<file path="src/rtl/obstacle_spawn_sched_pkg.sv">
// Shared definitions for the obstacle spawn scheduler.
//   state_e     : scheduler FSM states
//   obs_type_e  : obstacle kind codes driven on spawn_type
//   LfsrSeed    : LFSR value after reset
//   lfsr_next() : one step of the 4-bit spawn LFSR
package obstacle_spawn_sched_pkg;

    typedef enum logic [1:0] {
        StIdle  = 2'b00,
        StLoad  = 2'b01,
        StCount = 2'b10,
        StReq   = 2'b11
    } state_e;

    typedef enum logic [1:0] {
        ObsSmallCactus = 2'b00,
        ObsLargeCactus = 2'b01,
        ObsBird        = 2'b10,
        ObsCactusPair  = 2'b11
    } obs_type_e;

    localparam logic [3:0] LfsrSeed = 4'b0000;

    // Right shift, XNOR feedback into bit 3. All-ones is the lock-up state of an
    // XNOR LFSR, so it is steered back onto the 15-state cycle.
    function automatic logic [3:0] lfsr_next(input logic [3:0] s);
        if (s == 4'b1111) begin
            return 4'b0000;
        end
        return {~(s[1] ^ s[0]), s[3:1]};
    endfunction

endpackage

</file>
<file path="src/rtl/spawn_lfsr4.sv">
// 4-bit pseudo-random source for obstacle gaps and types.
// Ports:
//   clk   : system clock
//   reset : synchronous active-low reset (loads LfsrSeed)
//   step  : advance one state this cycle; hold otherwise
//   q     : current LFSR state
module spawn_lfsr4
    import obstacle_spawn_sched_pkg::*;
(
    input  logic       clk,
    input  logic       reset,
    input  logic       step,
    output logic [3:0] q
);

    always_ff @(posedge clk) begin
        if (!reset) begin
            q <= LfsrSeed;
        end else if (step) begin
            q <= lfsr_next(q);
        end
    end

endmodule

</file>
<file path="src/rtl/obstacle_spawn_sched.sv">
// Obstacle spawn scheduler: picks a pseudo-random gap (in game ticks) and
// obstacle type, counts the gap down, then raises a held spawn request until
// the renderer acknowledges it.
// Ports:
//   clk         : system clock
//   reset       : synchronous active-low reset
//   en          : game running; low forces idle
//   tick        : one-cycle game-frame pulse, countdown time base
//   speed       : difficulty, right-shift applied to the raw gap
//   spawn_req   : spawn request, held until spawn_ack
//   spawn_ack   : renderer accepts the request
//   spawn_type  : obstacle kind, stable while spawn_req is high
//   gap         : ticks remaining in the current countdown
//   spawn_count : accepted spawns, wrapping
module obstacle_spawn_sched
    import obstacle_spawn_sched_pkg::*;
#(
    parameter int unsigned MIN_GAP = 15,
    parameter int unsigned CNT_W   = 8
) (
    input  logic             clk,
    input  logic             reset,
    input  logic             en,
    input  logic             tick,
    input  logic [1:0]       speed,
    output logic             spawn_req,
    input  logic             spawn_ack,
    output logic [1:0]       spawn_type,
    output logic [7:0]       gap,
    output logic [CNT_W-1:0] spawn_count
);

    localparam logic [7:0] MinGap = 8'(MIN_GAP);

    state_e     state;
    logic [3:0] s;
    logic       step;
    logic [7:0] raw;
    logic [7:0] shifted;
    logic [7:0] load_gap;

    // The LFSR only moves in a LOAD cycle that actually completes; en low wins.
    assign step     = en && (state == StLoad);
    assign raw      = {s, 4'b1111};
    assign shifted  = raw >> speed;
    assign load_gap = (shifted < MinGap) ? MinGap : shifted;

    spawn_lfsr4 u_lfsr (
        .clk   (clk),
        .reset (reset),
        .step  (step),
        .q     (s)
    );

    always_ff @(posedge clk) begin
        if (!reset) begin
            state       <= StIdle;
            spawn_req   <= 1'b0;
            spawn_type  <= 2'b00;
            gap         <= 8'd0;
            spawn_count <= '0;
        end else if (!en) begin
            // spawn_type and spawn_count deliberately hold across a pause.
            state     <= StIdle;
            spawn_req <= 1'b0;
            gap       <= 8'd0;
        end else begin
            unique case (state)
                StIdle: begin
                    state <= StLoad;
                end
                StLoad: begin
                    gap        <= load_gap;
                    spawn_type <= s[1:0];
                    state      <= StCount;
                end
                StCount: begin
                    if (gap == 8'd0) begin
                        state     <= StReq;
                        spawn_req <= 1'b1;
                    end else if (tick) begin
                        gap <= gap - 8'd1;
                    end
                end
                StReq: begin
                    if (spawn_ack) begin
                        state       <= StLoad;
                        spawn_req   <= 1'b0;
                        spawn_count <= spawn_count + 1'b1;
                    end
                end
                default: begin
                    state <= StIdle;
                end
            endcase
        end
    end

endmodule

</file>
<file path="config.mk">
export PLATFORM = sky130hd
export DESIGN_NAME = obstacle_spawn_sched
export DESIGN_NICKNAME = d
export VERILOG_FILES = /design/src/rtl/obstacle_spawn_sched_pkg.sv /design/src/rtl/spawn_lfsr4.sv /design/src/rtl/obstacle_spawn_sched.sv
export SDC_FILE = /design/constraint.sdc
export NUM_CORES = 1
export LEC_CHECK = 0
export ABC_AREA = 1
export CAP_MARGIN = 10
export CORE_MARGIN = 10
export CORE_UTILIZATION = 56
export CTS_CLUSTER_DIAMETER = 100
export CTS_CLUSTER_SIZE = 28
export DETAILED_ROUTE_END_ITERATION = 10
export GPL_ROUTABILITY_DRIVEN = 0
export PLACE_DENSITY = 0.91
export SLEW_MARGIN = 10
export SYNTH_ARGS = -nofsm -noshare
export SYNTH_HDL_FRONTEND = slang
export SYNTH_SLANG_ARGS = --single-unit
</file>
<file path="constraint.sdc">
create_clock -name clk -period 4.05 [get_ports clk]
set_clock_uncertainty 0.2 [all_clocks]
set_input_delay 0.6075 -clock clk [delete_from_list [all_inputs] [get_ports clk]]
set_output_delay 0.6075 -clock clk [all_outputs]
set_load 0.01 [all_outputs]
</file>
==> summary.txt, run 1 <==
Timing
  – Slew headroom: 56.47%
  – Max Fclk: between 0.4 and 0.5 GHz
  – Final setup vio count: 0
  – RSZ-0062 raised after global routing: false
  – Tmin final: 2.130 ns
  – Final period util: 52.59%
  – Setup TNS: 0 ns
  – Final hold vios: 0
  – Worst-Margin Slew: between 0.6 and 0.7 ns
  – Final worst setup slack: 1.920 ns
  – Max Slew Vio Count: 0

CTS
  – H-tree depth: 1
  – Clock slew at reported path FFs: between 0.1 and 0.15 ns
  – CTS max path bufs: 2
  – Hold_buf cts: 0
  – Root Buffer Master: clkbuf_4
  – Sink Count: 25
  – CTS tree: built
  – Postcts setup bufs: 0
  – Clock Latency Late Sink: 0.32 ns
  – Resized Gates After CTS: 0
  – Cts bufs inserted: 3

Placement
  – DP HPWL: 2637 um
  – Dpl ws: about 1.8 ns
  – Input/output buffers: 25

Drt
  – Routed vias/inst: 5.335
  – Drt drc: 0
  – Routed Antenna Nets: 0
  – DRT Wirelength: 3412 um
  – Via count: roughly 1500
  – Pre-Repair DR Iteration Count: 4
  – Post-DR wirelength/cell: 12.54 um
  – Initial DRC count: 119

Flow run
  – Max Cap Viol: 0

Final layout
  – Most common cell after layout, fill and taps aside: nand2_1
  – Syn-to-layout area delta: 20.12%
  – Share of layout cells above drive strength 1: 9.917%
  – # diodes: 0
  – Most frequent cells in the layout: nand2_1 (47), nand3_1 (25), dfxtp_1 (25), clkdlybuf4s50_1 (25), nor2_1 (24)
  – FILL cells: 211
  – Post-layout nets: 258

Worst setup path
  – Slowest-stage cell, CP: clkdlybuf4s50_1
  – Crit-path max FO: 5
  – Critical Path RT: 3.24 ns
  – Top cell family by delay on the critical path: buffers and inverters
  – CP Cell Sequence: clkdlybuf4s50_1
  – FF-to-FF path depth: 7
  – Buffer and inverter count on the worst path: 1
  – Setup crit end kind: output pin
  – Critical Path Source Type: flop
  – CP arrival: 1.32 ns
  – Worst path depth: 1
  – Slowest cell delay on critical path: 0.57 ns
  – Critical Setup Path Class: flop to output pin

Min path
  – Hold Path Depth: 2
  – Hold Path Class: flop to flop

Global routing
  – Vias in the first global route: 1414
  – Global-route wire length before repair: 5865 um
  – Largest net degree at the start of global routing: 17
  – Total gr overflow: 0
  – Antenna violations before repair: 0
  – Total track usage: 13.20%

Logic synthesis
  – Syn Inst Count: 215
  – #FFs+latches synth: 25
  – Post-Syn Nets: 230
  – Synth warn: 0
  – Synthesized area: 1505 um^2
  – Yosys cell types: 32
  – Syn Area/Cell: 7.001 um^2
  – Seq/Total Area, Yosys: 33.25%

Die
  – Die width: 71.85 um
  – Die area: 5162 um^2
  – Die H: 71.85 um
  – Initial core utilization: 59.67%
  – Num ports: 26
  – # rows: 18
  – Core area: about 2500 um^2

Pwr
  – Total power: 0.0004742 W
  – Leak pwr: 0.7842 nW
  – PwrDens: about 260 nW/um^2
  – Peak VDD IR: 231.3 uV

Outcome
  – Outcome: complete, no violations
==> worst register-to-register path, cell delays in order, from the launching register on <==
cell and delay (ns):
dfxtp_1 0.37, inv_1 0.09, ha_1 0.58, inv_1 0.20
nand2_2 0.23, nand2_4 0.12, nand2_1 0.08, a21oi_1 0.06
==> Yosys cell counts <==
master,number,area [um^2]
nand2_1,47,176.4
dfxtp_1,25,500.5
nand3_1,25,125.1
nor2_1,24,90.09
a21oi_1,17,85.08
inv_1,17,63.81
o21ai_0,13,65.06
ha_1,8,100.1
inv_2,4,15.01
nand2_2,4,25.02
nand2_4,4,45.04
a31oi_1,2,12.51
and3_1,2,12.51
clkinv_1,2,7.510
nor2_2,2,12.51
o21a_1,2,15.01
xor2_1,2,17.52
a21oi_2,1,8.760
a22oi_1,1,7.510
buf_4,1,7.510
clkbuf_1,1,3.750
clkinv_2,1,5.000
nand3_4,1,17.52
nand3b_1,1,7.510
nand4_1,1,6.260
nand4_4,1,21.27
nor2_4,1,11.26
nor3_1,1,5.000
nor3_2,1,10.01
nor3b_1,1,7.510
nor4_1,1,6.260
o21bai_2,1,11.26
==> report_power, final <==
part | total, W | switching [W] | internal, W
combinational | 0.000101 | 0.0000602 | 0.0000412
clock | 0.000113 | 0.0000744 | 0.0000386
sequential | 0.000260 | 0.00000698 | 0.000253
total | 0.000474 | 0.000142 | 0.000333
==> cell families (layout without fill, tap and decap cells) <==
logic type	Yosys count	after routing	synth area share, %
xor gates and xnor gates	2	2	1.164
and+or+nand+nor	117	117	38.49
buffers and inverters	26	53	6.816
DFF	25	25	33.25
adders and majority gates	8	8	6.650
AOI/OAI and AO/OA	37	37	13.63
==> flip-flops by register name, summed over array words and instances, names as in the netlist <==
name	flops
gap	8
spawn_count	8
u_lfsr.q	4
spawn_type	2
state	2
spawn_req	1
==> per-stage QoR <==
step                      instances  util, %  hold WS, ns  cell area, um^2
after detailed placement        268    70.63       0.2697             1782
final                           272    71.68       0.2893             1808
after CTS                       272    71.68       0.2911             1808
after global placement          268    70.63       0.2539             1782
after global routing            272    71.68       0.3018             1808
after floorplan                 215        -       0.2874             1505
==> layer usage <==
layer,up-vias,wire [um],global-route usage (%)
met1,637,1588,15.87
met2,47,1558,20.88
met4,0,44,6.452
met3,4,221,3.857
li1,763,-,-
met5,-,0,0
==> final cells by class <==
| type | instances | area, um^2 | area share (%) |
|---|---|---|---|
| timing repair buffer | 25 | 250.2 | 13.84 |
| multi-input combinational | 164 | 902.1 | 49.90 |
| tap | 30 | 37.54 | 2.076 |
| clock buffer | 4 | 26.28 | 1.453 |
| inverter | 24 | 91.34 | 5.052 |
| sequential | 25 | 500.5 | 27.68 |
==> worst paths after layout <==
path / slack, ns / to / startpoint
worst max register to register: 2.03 / gap[4] / state[0]
worst min-delay path: 0.29 / spawn_type[1] / spawn_type[1]
worst min register to register: 0.29 / spawn_type[1] / spawn_type[1]
worst max-delay path: 1.92 / spawn_count[0] / spawn_count[0]
Note: power is estimated with default switching activity, not from simulation.
==> inputs of run 2 (changes only) <==
--- a/config.mk
+++ b/config.mk
@@ -8,12 +8,12 @@
 export ABC_AREA = 1
 export CAP_MARGIN = 10
 export CORE_MARGIN = 10
-export CORE_UTILIZATION = 56
+export CORE_UTILIZATION = 52
 export CTS_CLUSTER_DIAMETER = 100
 export CTS_CLUSTER_SIZE = 28
 export DETAILED_ROUTE_END_ITERATION = 10
 export GPL_ROUTABILITY_DRIVEN = 0
-export PLACE_DENSITY = 0.91
+export PLACE_DENSITY = 0.86
 export SLEW_MARGIN = 10
 export SYNTH_ARGS = -nofsm -noshare
 export SYNTH_HDL_FRONTEND = slang
==> constraint.sdc (replaced) <==
create_clock -name clk -period 2.1 [get_ports clk]
set_clock_uncertainty 0.2 [all_clocks]
set_input_delay 0.315 -clock clk [delete_from_list [all_inputs] [get_ports clk]]
set_output_delay 0.315 -clock clk [all_outputs]
set_load 0.01 [all_outputs]
==> summary.txt, run 2 (synthesis gave the netlist of run 1 again) <==
Outcome
  – Outcome: complete, no violations

Timing
  – Final hold vios: 0 (unchanged)
  – Final period util: between 80 and 90%
  – Slew headroom: 79.36% (+23 points)
  – Final setup vio count: 0 (unchanged)
  – Worst-Margin Slew: 0.3097 ns (-0.3433 ns)
  – Max Slew Vio Count: 0 (unchanged)
  – Tmin final: 1.848 ns
  – Setup TNS: 0 ns (unchanged)
  – RSZ-0062 raised after global routing: false
  – Max Fclk: 0.5412 GHz

Final layout
  – Syn-to-layout area delta: 20.78%
  – Post-layout nets: 259 (+0.39%)
  – # diodes: 0 (unchanged)
  – Most common cell after layout, fill and taps aside: nand2_1
  – FILL cells: 253 (+20%)
  – Top Registers: gap x8, spawn_count x8, u_lfsr.q x4
  – Fin cells: 274 (+0.74%)
  – Share of layout cells above drive strength 1: 10.70% (+0.78 points)
  – Most frequent cells in the layout: nand2_1 (47), nand3_1 (25), dfxtp_1 (25), clkdlybuf4s50_1 (25), nor2_1 (24)

CTS
  – H-tree depth: 1 (unchanged)
  – Clock slew at reported path FFs: 0.15 ns (about the same)
  – Cts bufs inserted: 3 (unchanged)
  – Sink Count: 25 (unchanged)
  – Root Buffer Master: clkbuf_4
  – Resized Gates After CTS: 0 (unchanged)
  – Hold_buf cts: 0 (unchanged)
  – Postcts setup bufs: 0 (unchanged)
  – Clock Latency Late Sink: 0.33 ns (about the same)
  – CTS max path bufs: 2 (unchanged)
  – CTS tree: built

Die
  – Die H: 73.80 um (+2.7%)
  – Die width: 73.80 um (+2.7%)
  – Core area: 2758 um^2 (+9.3%)
  – Initial core utilization: 54.58% (-5.1 points)
  – # rows: 19 (+1)
  – Die area: 5446 um^2 (+5.5%)
  – Num ports: 26 (unchanged)

Pwr
  – PwrDens: 506.6 nW/um^2 (+93%)
  – Switching share of power: 30.55% (+0.68 points)
  – Sequential Power Share: 54.4% (-0.4 points)
  – Pint: 0.0006396 W (+92%)
  – Clock power share: 24.1% (+0.3 points)
  – Comb power frac: 21.4% (about the same)
  – Leak pwr: 0.7923 nW (+1.0%)
  – Sw power: 0.0002813 W (+99%)
  – Peak VDD IR: 413.2 uV (+79%)

Placement
  – DP HPWL: 2650 um (+0.47%)
  – Post-Place Cells: 270 (+0.75%)
  – Input/output buffers: 25 (unchanged)

Drt
  – DRT Wirelength: 3437 um (+0.73%)
  – Pre-Repair DR Iteration Count: 5 (+1)
  – Post-DR wirelength/cell: 12.54 um (about the same)
  – Drt drc: 0 (unchanged)
  – Via count: 1461 (+0.69%)
  – Routed Antenna Nets: 0 (unchanged)
  – Routed vias/inst: 5.332 (about the same)
  – Initial DRC count: 83 (-30%)

Worst setup path
  – Critical Path Source Type: flop
  – CP Cell Sequence: clkdlybuf4s50_1
  – Slowest-stage cell, CP: clkdlybuf4s50_1
  – CP arrival: 1.33 ns (about the same)
  – Setup crit end kind: output pin
  – Slowest cell delay on critical path: 0.57 ns (about the same)
  – Crit-path max FO: 5 (unchanged)
  – Critical Path RT: 1.58 ns (-1.66 ns)
  – Top cell family by delay on the critical path: buffers and inverters
  – Buffer and inverter count on the worst path: 1 (unchanged)
  – Critical Setup Path Class: flop to output pin

Global routing
  – Largest net degree at the start of global routing: 15 (-2)
  – Global-route wire length before repair: 5589 um (-4.7%)
  – Total gr overflow: 0 (unchanged)
  – Antenna violations before repair: 0 (unchanged)
  – Total track usage: 12.45% (-0.75 points)
  – Vias in the first global route: 1346 (-4.8%)

Flow run
  – Max Cap Viol: 0 (unchanged)

Min path
  – Hold Path Class: flop to flop
[run 2: cell types whose count changed in the layout (fill, tap and decap cells not counted), sizes merged]
cell    delta
buf        +1
clkbuf     -1
clkinv     +1
[run 2: worst paths after layout]
check                  from              to  slack [ns]  depth (start not counted)
max          spawn_count[3]  spawn_count[3]        0.25                          1
min           spawn_type[0]   spawn_type[0]        0.30                          2
max reg2reg        state[0]          gap[7]        0.27                          8
min reg2reg   spawn_type[0]   spawn_type[0]        0.30                          2
[run 2: cell type report]
cell class / instances / area [um^2] / share of cell area (%)
Clock buffer: 3 / 22.52 / 1.239
Clock inverter: 1 / 5.005 / 0.2753
Inverter: 24 / 91.34 / 5.024
Multi-Input combinational cell: 164 / 902.1 / 49.62
Sequential cell: 25 / 500.5 / 27.53
Tap cell: 31 / 38.79 / 2.134
Timing Repair Buffer: 26 / 257.7 / 14.18
[run 2: power groups by stage]
stage	Clock [W]	Sequential, W	Combinational [W]
6_report	0.000222	0.000501	0.000197
5_1_grt	0.000236	0.000503	0.000220
4_1_cts	0.000230	0.000501	0.000198
3_5_place_dp	0	0.000511	0.000197
3_3_place_gp	0	0.000511	0.000193
2_1_floorplan	0	0.000512	0.000136
[run 2: per-stage QoR]
| step | setup WS [ns] | cell area (um^2) | hold slack, ns | util [%] | total power [W] |
|---|---|---|---|---|---|
| global placement | 0.1553 | 1790 | 0.2544 | 64.93 | 0.0007045 |
| finish | 0.2521 | 1818 | 0.3020 | 65.93 | 0.0009209 |
| floorplan | 0.4878 | 1505 | 0.2507 | - | 0.0006480 |
| CTS | 0.2397 | 1818 | 0.3000 | 65.93 | 0.0009292 |
| global route | 0.1590 | 1818 | 0.3184 | 65.93 | 0.0009586 |
| detailed placement | 0.1204 | 1790 | 0.2773 | 64.93 | 0.0007086 |
[run 2: routing by layer]
layer	part of all wire [%]	global-route usage [%]
met1	46	14.50
met4	2.1	5.797
met5	0	0
met2	45	20.27
met3	6.8	3.769
==> inputs of run 3 (changes only) <==
--- a/config.mk
+++ b/config.mk
@@ -13,6 +13,7 @@
 export CTS_CLUSTER_SIZE = 28
 export DETAILED_ROUTE_END_ITERATION = 10
 export GPL_ROUTABILITY_DRIVEN = 0
+export GPL_TIMING_DRIVEN = 0
 export PLACE_DENSITY = 0.86
 export SLEW_MARGIN = 10
 export SYNTH_ARGS = -nofsm -noshare
==> summary.txt, run 3 (synthesis gave the netlist of run 1 again) <==
Outcome
  – Outcome: complete, no violations

Timing
  – Final setup vio count: 0 (unchanged)
  – Final period util: 87.87% (-0.13 points)
  – Worst-Margin Slew: 0.4300 ns (+0.1204 ns)
  – Slew headroom: 71.33% (-8.0 points)
  – Max Fclk: 0.5419 GHz (+0.14%)
  – Max Slew Vio Count: 0 (unchanged)
  – Final hold vios: 0 (unchanged)
  – RSZ-0062 raised after global routing: false
  – Tmin final: 1.845 ns (-0.002640 ns)
  – Setup TNS: 0 ns (unchanged)

Worst setup path
  – Critical Path RT: 1.58 ns (about the same)
  – Slowest cell delay on critical path: 0.57 ns (about the same)
  – CP Cell Sequence: clkdlybuf4s50_1
  – Critical Path Source Type: flop
  – Slowest-stage cell, CP: clkdlybuf4s50_1
  – Top cell family by delay on the critical path: buffers and inverters
  – Setup crit end kind: output pin
  – Crit-path max FO: 4 (-1)
  – CP arrival: 1.33 ns (about the same)
  – Buffer and inverter count on the worst path: 1 (unchanged)
  – Critical Setup Path Class: flop to output pin

Final layout
  – Share of layout cells above drive strength 1: 10.66% (-0.044 points)
  – Fin cells: 275 (+0.36%)
  – Syn-to-layout area delta: 21.20%
  – Most common cell after layout, fill and taps aside: nand2_1
  – Top Registers: gap x8, spawn_count x8, u_lfsr.q x4
  – Core Util, Final: 66.15% (+0.23 points)
  – Most frequent cells in the layout: nand2_1 (47), nand3_1 (25), dfxtp_1 (25), clkdlybuf4s50_1 (25), nor2_1 (24)
  – Post-layout nets: 260 (+0.39%)
  – FILL cells: 244 (-3.6%)
  – # diodes: 0 (unchanged)

Drt
  – Routed Antenna Nets: 0 (unchanged)
  – Via count: 1470 (+0.62%)
  – Post-DR wirelength/cell: 12.04 um (-4.0%)
  – Routed vias/inst: 5.345 (+0.25%)
  – Pre-Repair DR Iteration Count: 4 (-1)
  – Initial DRC count: 98 (+18%)
  – Drt drc: 0 (unchanged)
  – DRT Wirelength: 3312 um (-3.6%)

Pwr
  – Pint: 0.0006410 W (+0.22%)
  – Total power: 0.0009240 W (+0.33%)
  – Peak VDD IR: 473.5 uV (+15%)
  – Sw power: 0.0002830 W (+0.58%)
  – Sequential Power Share: 54.2% (-0.2 points)
  – PwrDens: 506.5 nW/um^2 (about the same)
  – Leak pwr: 0.7897 nW (-0.33%)
  – Switching share of power: 30.63% (+0.077 points)
  – Comb power frac: 21.2% (-0.2 points)
  – Clock power share: 24.5% (+0.4 points)

Global routing
  – Total track usage: 12.40% (-0.044 points)
  – Met3 global-route usage: 4.038% (+0.27 points)
  – GR met1 Demand/Resource: 13.99% (-0.51 points)
  – Grt met2 use: 21.12% (+0.85 points)
  – Total gr overflow: 0 (unchanged)
  – Antenna violations before repair: 0 (unchanged)
  – Global-route wire length before repair: 5713 um (+2.2%)
  – Vias in the first global route: 1426 (+5.9%)
  – GRT Max-Usage Layer: met2
  – Largest net degree at the start of global routing: 16 (+1)

Flow run
  – Max Cap Viol: 0 (unchanged)

Placement
  – DP HPWL: 2595 um (-2.0%)
  – Post-Place Cells: 271 (+0.37%)
  – Input/output buffers: 25 (unchanged)

CTS
  – Sink Count: 25 (unchanged)
  – Cts bufs inserted: 3 (unchanged)
  – Clock slew at reported path FFs: 0.15 ns (about the same)
  – Resized Gates After CTS: 0 (unchanged)
  – CTS max path bufs: 2 (unchanged)
  – CTS tree: built
  – Root Buffer Master: clkbuf_4
  – Postcts setup bufs: 0 (unchanged)
  – H-tree depth: 1 (unchanged)
  – Hold_buf cts: 0 (unchanged)
  – Clock Latency Late Sink: 0.32 ns (about the same)

Die
  – Die area: 5446 um^2 (unchanged)
  – Die width: 73.80 um (unchanged)
  – # rows: 19 (unchanged)
  – Num ports: 26 (unchanged)
  – Core area: 2758 um^2 (unchanged)
  – Die H: 73.80 um (unchanged)
  – Initial core utilization: 54.58% (unchanged)

Min path
  – Hold Path Class: flop to flop
==> run 3: cell count changes in the layout (fill, tap and decap cells not counted) <==
cell        change
clkbuf_1        +1
clkinv_2        -1
clkinvlp_4      +1
==> run 3: power groups by stage <==
stage                     registers (W)  logic [W]  clock network (W)
after global routing           0.000504   0.000221           0.000235
after CTS                      0.000501   0.000197           0.000227
after global placement         0.000511   0.000192                  0
after detailed placement       0.000512   0.000196                  0
after floorplan                0.000512   0.000136                  0
final                          0.000501   0.000196           0.000227
==> run 3: metal layers <==
layer | wire (um) | share of wire, %
met1 | 1521 | 46
met2 | 1544 | 47
met3 | 207 | 6.3
met4 | 38 | 1.1
met5 | 0 | 0
==> run 3: metrics by stage <==
step	hold slack, ns	setup slack (ns)	area [um^2]
after floorplan	0.2507	0.4878	1505
after global placement	0.2564	0.1596	1794
after detailed placement	0.2690	0.1425	1794
after CTS	0.2882	0.2516	1824
after global routing	0.3145	0.1528	1824
final	0.2962	0.2548	1824
==> run 3: path summary, 6_finish.rpt <==
kind	from	to	slack [ns]	cells after the start
setup / recovery	gap[3]	gap[3]	0.25	1
setup reg to reg	state[0]	gap[6]	0.27	7
hold / removal	spawn_type[1]	spawn_type[1]	0.30	2
hold reg to reg	spawn_type[1]	spawn_type[1]	0.30	2
==> run 3: final cells by class <==
class                   count  area [um^2]  share of cell area (%)
inverters                  24        91.34                   5.007
clock inverters             1        7.507                  0.4115
flip-flops and latches     25        500.5                   27.43
repair buffers             25        250.2                   13.72
well taps                  31        38.79                   2.126
clock buffers               3        22.52                   1.235
plain buffers               2        11.26                  0.6173
multi-input cells         164        902.1                   49.45
